$ cat config.mk
export PLATFORM = sky130hd
export DESIGN_NAME = qsn_inverse
export DESIGN_NICKNAME = d
export VERILOG_FILES = /design/src/rtl/configs.sv /design/src/rtl/qsn_inverse.sv
export SDC_FILE = /design/constraint.sdc
export NUM_CORES = 1
export LEC_CHECK = 0
export CAP_MARGIN = 30
export CORE_MARGIN = 3
export CORE_UTILIZATION = 25
export CTS_CLUSTER_DIAMETER = 120
export DETAILED_ROUTE_END_ITERATION = 16
export GPL_TIMING_DRIVEN = 0
export HOLD_SLACK_MARGIN = 0.03
export PLACE_DENSITY = 0.49
export SLEW_MARGIN = 20
export SYNTH_ARGS = -nofsm -noshare
export SYNTH_HDL_FRONTEND = slang
export SYNTH_SLANG_ARGS = --single-unit
$ cat constraint.sdc
create_clock -name clk -period 2.41 [get_ports clk]
set_input_delay 0.482 -clock clk [delete_from_list [all_inputs] [get_ports clk]]
set_output_delay 0.482 -clock clk [all_outputs]
set_load 0.02 [all_outputs]
$ cat src/rtl/configs.sv
// rtl/configs.sv - shared decoder datapath configuration constants
package configs;
  localparam int LiftingFactor = 8;
  localparam int ShiftWidth    = 3;
endpackage

$ cat src/rtl/qsn_inverse.sv
// rtl/qsn_inverse.sv - inverse quasi-cyclic shift stage with queued shift values
module qsn_inverse #(
  parameter int LiftingFactor = configs::LiftingFactor,
  parameter int ShiftWidth    = configs::ShiftWidth,
  parameter int Depth         = 4
) (
  input  logic                       clk,
  input  logic                       rst_n,
  input  logic                       shift_push_i,
  input  logic [ShiftWidth-1:0]      shift_i,
  output logic                       shift_full_o,
  output logic                       shift_err_o,
  input  logic                       in_valid_i,
  output logic                       in_ready_o,
  input  logic [LiftingFactor-1:0]   in_data_i,
  output logic                       out_valid_o,
  input  logic                       out_ready_i,
  output logic [LiftingFactor-1:0]   out_data_o,
  output logic [$clog2(Depth):0]     level_o
);

  localparam int AW = $clog2(Depth);
  localparam int LW = AW + 1;
  localparam logic [ShiftWidth:0] ZLimit = (ShiftWidth + 1)'(LiftingFactor);

  logic [ShiftWidth-1:0]    mem [Depth];
  logic [AW-1:0]            wr_ptr;
  logic [AW-1:0]            rd_ptr;
  logic [LW-1:0]            level;
  logic                     pop;
  logic                     push;
  logic                     shift_ok;
  logic                     has_room;
  logic [ShiftWidth-1:0]    head;
  logic [LiftingFactor-1:0] rotated;

  assign level_o      = level;
  assign shift_full_o = (level == LW'(Depth));
  assign in_ready_o   = (level != '0) && (!out_valid_o || out_ready_i);
  assign pop          = in_valid_i && in_ready_o;
  assign shift_ok     = shift_push_i && ({1'b0, shift_i} < ZLimit);
  assign has_room     = (level != LW'(Depth)) || pop;
  assign push         = shift_ok && has_room;

  // Left rotation by s: out[j] = in[(j-s) mod Z], taken from the upper half of a doubled word.
  assign head    = mem[rd_ptr];
  assign rotated = LiftingFactor'(({in_data_i, in_data_i} << head) >> LiftingFactor);

  always_ff @(posedge clk) begin
    if (push) mem[wr_ptr] <= shift_i;
  end

  always_ff @(posedge clk or negedge rst_n) begin
    if (!rst_n) begin
      wr_ptr      <= '0;
      rd_ptr      <= '0;
      level       <= '0;
      shift_err_o <= 1'b0;
      out_valid_o <= 1'b0;
      out_data_o  <= '0;
    end else begin
      if (push) wr_ptr <= wr_ptr + 1'b1;
      if (pop)  rd_ptr <= rd_ptr + 1'b1;
      if (push && !pop)      level <= level + 1'b1;
      else if (!push && pop) level <= level - 1'b1;
      if (shift_push_i && !push) shift_err_o <= 1'b1;
      if (pop) begin
        out_valid_o <= 1'b1;
        out_data_o  <= rotated;
      end else if (out_ready_i) begin
        out_valid_o <= 1'b0;
      end
    end
  end

endmodule

==> impl_metrics.csv <==
group,metric,value,unit
run_status,status,"completed",
power_and_ir_drop,vdd.ir_drop.worst,527,µV
setup_path,r2r_cells,8,
synthesis,ys.flop_type,"dfrtp_1",
timing,setup_violations,0,
detailed_routing,drtIter0Drc,34,
setup_path,reg2reg_from,"level_o[0]",
detailed_routing,viasPerCell,4.56,
setup_path,cp-start-kind,"input pin",
placement,port_buffers,30,
timing,max_freq,438,MHz
final_layout,fin_nets,182,
cts,htree_levels,2,
cts,clock_latency,0.27,ns
placement,dp.cells,225,
power_and_ir_drop,power.density,1380,mW/mm²
floorplan,die_y,82.3,µm
global_routing,antenna_found_initial,0,
final_layout,drive_gt1_share,12.5,%
timing,worst_pin_slew,0.805,ns
detailed_routing,vias,1057,
synthesis,postSynthAreaPerCell,11.8,µm²
global_routing,grt_pass1_vias,1126,
run,max_cap_viol_count,0,
placement,post-dp-hpwl,2400,µm
final_layout,fin_util,35.6,%
detailed_routing,drc,0,
floorplan,fp.dieArea,0.00678,mm²
detailed_routing,wl_per_cell,13.1,µm
timing,finalHoldWorstSlack,0.461,ns
setup_path,cp-end-kind,"flip-flop",
global_routing,track_usage,9.72,%
setup_path,regToRegEndpoint,"level_o[2]",
synthesis,synth_cell_types,26,
timing,rsz0062_at_grt,"no",
setup_path,worst-path-stages,8,
setup_path,crit_slowest_cell,"clkdlybuf4s50_1",
detailed_routing,first_pass_iters,4,
worst_hold_path,hold_depth,1,
cts,ctsHoldBuffers,0,
setup_path,critPathRequiredTime,2.57,ns
setup_path,critical_path.max_fanout,19,
floorplan,dieWidth,82.3,µm
final_layout,diodes,0,
cts,root_buffer,"clkbuf_8",
cts,cts.sinks,29,
cts,path_clk_slew,0.06,ns
power_and_ir_drop,leakage,0.791,nW
worst_hold_path,worst_hold_path.endpoint,"shift_err_o",
synthesis,async_reset_ff_share,58.6,%
cts,cts_buffers,5,
synthesis,syn_inst,123,
detailed_routing,antenna_left,0,
global_routing,grt-ovfl-total,0,
synthesis,yosysSeqAreaShare,54.0,%
setup_path,critPathTopFamily,"adder cells",
synthesis,ys_warn_count,0,
detailed_routing,routed_wl,3040,µm
setup_path,setup.worst_path.class,"input pin to flip-flop",
final_layout,syn2layout_area_growth,36.1,%
cts,cts_buffer_depth,2,
global_routing,grt_max_degree,20,
synthesis,syn-cell-area,0.00146,mm²
placement,place_congestion,0.722,
setup_path,cp_data_arrival_time,2.44,ns
synthesis,synth_nets,145,
final_layout,instances_no_fill,232,
setup_path,crit_path_cell_trace,"clkdlybuf4s50_1 > nand2b_4 > o31a_1 > nand2_4 > ha_2 > inv_1 > fa_1 > mux2_2",
global_routing,grt_pass1_wl,4950,µm
final_layout,fillers,549,
timing,slew_violations,0,
worst_hold_path,min_path_type,"flip-flop to flip-flop",
floorplan,initial_utilization,26.1,%
cts,cts_tree,"yes",
timing,slew_headroom,46.2,%
timing,finalCritPeriodShare,94.8,%
worst_hold_path,min_from,"shift_err_o",
setup_path,max_stage_delay,0.46,ns
setup_path,reg2reg_slack,0.19,ns
synthesis,ys_seq_elements,29,
setup_path,path_buf_inv,2,
final_layout,seq_area,786,µm²
floorplan,coreArea,0.00557,mm²
timing,fin_crit,2.28,ns
synthesis,synth_edf_count,12,
timing,worst_clock_skew,0.00285,ns
timing,hold_viol_final,0,
final_layout,multi_input_area,633,µm²
floorplan,io_pins,31,
floorplan,std_cell_rows,27,
==> synthesized netlist by cell type (2+ instances only) <==
cell type | n | area share [%]
xnor2_1 | 4 | 2.4
edfxtp_1 | 12 | 25
nand2b_1 | 3 | 1.3
ha_1 | 5 | 4.3
clkbuf_1 | 4 | 1.0
o22ai_1 | 16 | 6.9
nand2_1 | 12 | 3.1
mux2i_1 | 8 | 5.5
buf_6 | 3 | 2.3
inv_1 | 3 | 0.77
o21ai_1 | 8 | 2.7
xor2_1 | 2 | 1.2
dfrtp_1 | 17 | 29
mux4_2 | 3 | 4.6
and2_1 | 4 | 1.7
nor2_1 | 9 | 2.3
==> cell families (layout without fill, tap and decap cells) <==
group                    after synthesis  in the layout  share of synthesized area, %
AND/OR/NAND/NOR                       32             32                          10.1
flip-flops                            29             29                          54.0
AO/OA/AOI/OAI                         28             28                          11.6
multiplexers                          12             12                          10.9
buffers and inverters                 10             47                          4.12
adder cells (fa/ha/maj)                6              6                          5.67
XOR/XNOR                               6              6                          3.61
==> state kept, by name (all words and copies together) (netlist names) <==
register and count:
out_valid_o 1, wr_ptr 2, rd_ptr 2, shift_err_o 1
out_data_o 8, level_o 3, mem 12
==> area by class of cell <==
type	count	area share (%)
flip-flops and latches	29	39.6
multi-input cells	84	31.9
repair buffers	31	15.6
well taps	72	4.55
clock buffers	5	3.47
plain buffers	6	2.46
clock inverters	2	1.77
inverters	3	0.568
==> metal layers <==
layer	vias up	wire length [µm]	track usage, %	share of wire [%]
met5	-	0	0	0
li1	514	-	-	-
met4	0	38	4.32	1.3
met3	3	244	4.01	8.0
met1	497	1290	11.1	42
met2	43	1460	15.9	48
==> per-stage QoR <==
step	power, mW	setup WS [ns]	area (µm²)	TNS, ns
2_1_floorplan	1.80	-0.0302	1470	-0.0302
3_3_place_gp	2.23	-0.460	1860	-0.932
3_5_place_dp	2.27	-0.479	1860	-0.976
4_1_cts	2.75	0.00905	1960	0
5_1_grt	2.93	0.0112	1980	0
6_report	2.73	0.125	1980	0
==> worst max-delay path by stage <==
stage | startpoint | end | slack (ns)
final | out_ready_i | level_o[1] | 0.13
after global routing | out_ready_i | level_o[2] | 0.01
after global placement | out_ready_i | level_o[2] | -0.46
after CTS | out_ready_i | level_o[1] | 0.009
after detailed placement | out_ready_i | level_o[1] | -0.48
after floorplan | level_o[0] | level_o[1] | -0.03
==> report_power, final <==
group	internal [mW]	leakage (nW)	switching [mW]
combinational	0.683	0.423	0.744
clock	0.300	0.0540	0.169
sequential	0.701	0.314	0.129
==> repair_timing <==
| action | in CTS | in global routing |
|---|---|---|
| setup buffers | 0 | 1 |
| gates resized for setup | 3 | 6 |
| setup endpoints to repair | 3 | 2 |
| pin swaps | 0 | 1 |
==> cells in the final DEF, fill, tap and decap left out, types with 3 or more instances in the layout <==
| cell | count |
|---|---|
| and2_1 | 4 |
| xnor2_1 | 4 |
| buf_6 | 3 |
| o21ai_1 | 8 |
| mux4_2 | 3 |
| inv_1 | 3 |
| edfxtp_1 | 12 |
| clkbuf_8 | 5 |
| o22ai_1 | 16 |
| ha_1 | 4 |
| mux2i_1 | 8 |
| nand2_1 | 11 |
| dfrtp_1 | 17 |
| clkdlybuf4s50_1 | 28 |
| nor2_1 | 9 |
(Power assumes the default switching activity.)
==> patch (same settings) <==
Reset style: synchronous (`rst_n`), changed in one clocked block.
--- a/src/rtl/qsn_inverse.sv
+++ b/src/rtl/qsn_inverse.sv
@@ -52,3 +52,3 @@
 
-  always_ff @(posedge clk or negedge rst_n) begin
+  always_ff @(posedge clk) begin
     if (!rst_n) begin
Behaviour: differs if rst_n is asserted again (counterexample within 4 cycles, from zero or initial values and one cycle with rst_n low); with rst_n held inactive, the same outputs for 10 cycles.
==> patch against the original RTL <==
- wire length up 16%
- setup slack worse by 26 ps
- maximum frequency down 1.1%
- design area up 5.7%
- sequential cell count up 2
- critical path depth up 1
- synthesized area up 4.3%
- total power down 9.7%
==> patch: results (changes against the original RTL) <==
metric,value,unit,change
layout cells sized above 1,17.0,%,+4.5 points
Setup WS pre-CTS,-667,ps,-189 ps
Nets,192,,+5.5%
clock buf count,7,,+2
Synth cell types,36,,+38%
vias,1161,,+9.8%
ranking of synthesized cells by area,"dfxtp_1 25%, edfxtp_1 24%, mux2i_1 6.6%",,
"Top FF cell, synth",dfxtp_1,,
PD cells,1180,mW/mm^2,-15%
mean area per synthesized cell,11.9,um^2,+0.22%
Non-clk invs,4,,+1
Synth top cells by count,"19 x dfxtp_1, 12 x edfxtp_1, 10 x mux2i_1",,
pin count of the biggest net entering global routing,11,,-45%
routability cong.,0.927,,+28%
gr usage total,10.5,%,+0.77 points
"setup slack, reg-to-reg",100,ps,-90 ps
sequential fraction of the synthesis area,48.8,%,-5.2 points
dpl cells,230,,+2.2%
Synth Net Count,150,,+3.4%
"Slowest-stage cell, CP",o311a_4,,
Fin Clk Skew,2.84,ps,-0.0118 ps
GR Util met3,2.96,%,-1.1 points
Starting DRT DRC Count,20,,-41%
status,completed,,
WHS,509,ps,+47.8 ps
Peak VDD IR,385,uV,-27%
Signal buffers,40,,+8.1%
met2 WL,1880,um,+29%
Critical R2R Capture,level_o[2],,
Worst path max stage delay,410,ps,-50 ps
non-clock buffering overhead in the final layout,17.4,%,-0.67 points
==> patch: where the power goes <==
| part | internal [W] | switching [W] |
|---|---|---|
| combinational | 0.000648 | 0.000640 |
| sequential | 0.000679 | 0.000108 |
| clock | 0.000202 | 0.000185 |
==> patch: logic make-up after synthesis <==
logic type      Yosys count  share of synthesized area (%)
compound gates           32                           15.2
xor+xnor                  5                           2.88
fa+ha+maj                 6                           5.44
buf+inv                   9                           2.88
flops                    31                           48.8
mux                      15                           13.3
simple gates             30                           11.5
==> patch: worst max-delay path by stage <==
stage	endpoint	cells past startpoint	slack, ps	startpoint
after floorplan	level_o[2]	10	40	out_ready_i
after global placement	level_o[2]	11	-590	out_ready_i
after detailed placement	level_o[2]	11	-670	out_ready_i
after CTS	level_o[2]	9	90	level_o[2]
after global routing	level_o[2]	9	4	level_o[0]
final	level_o[2]	9	100	level_o[0]
==> patch: what timing repair did <==
action                                  CTS  global route
resized for setup                         7             1
buffers inserted                          5             0
pin swaps                                 7             0
endpoints found under the setup margin    2             1
cloned                                    0             0
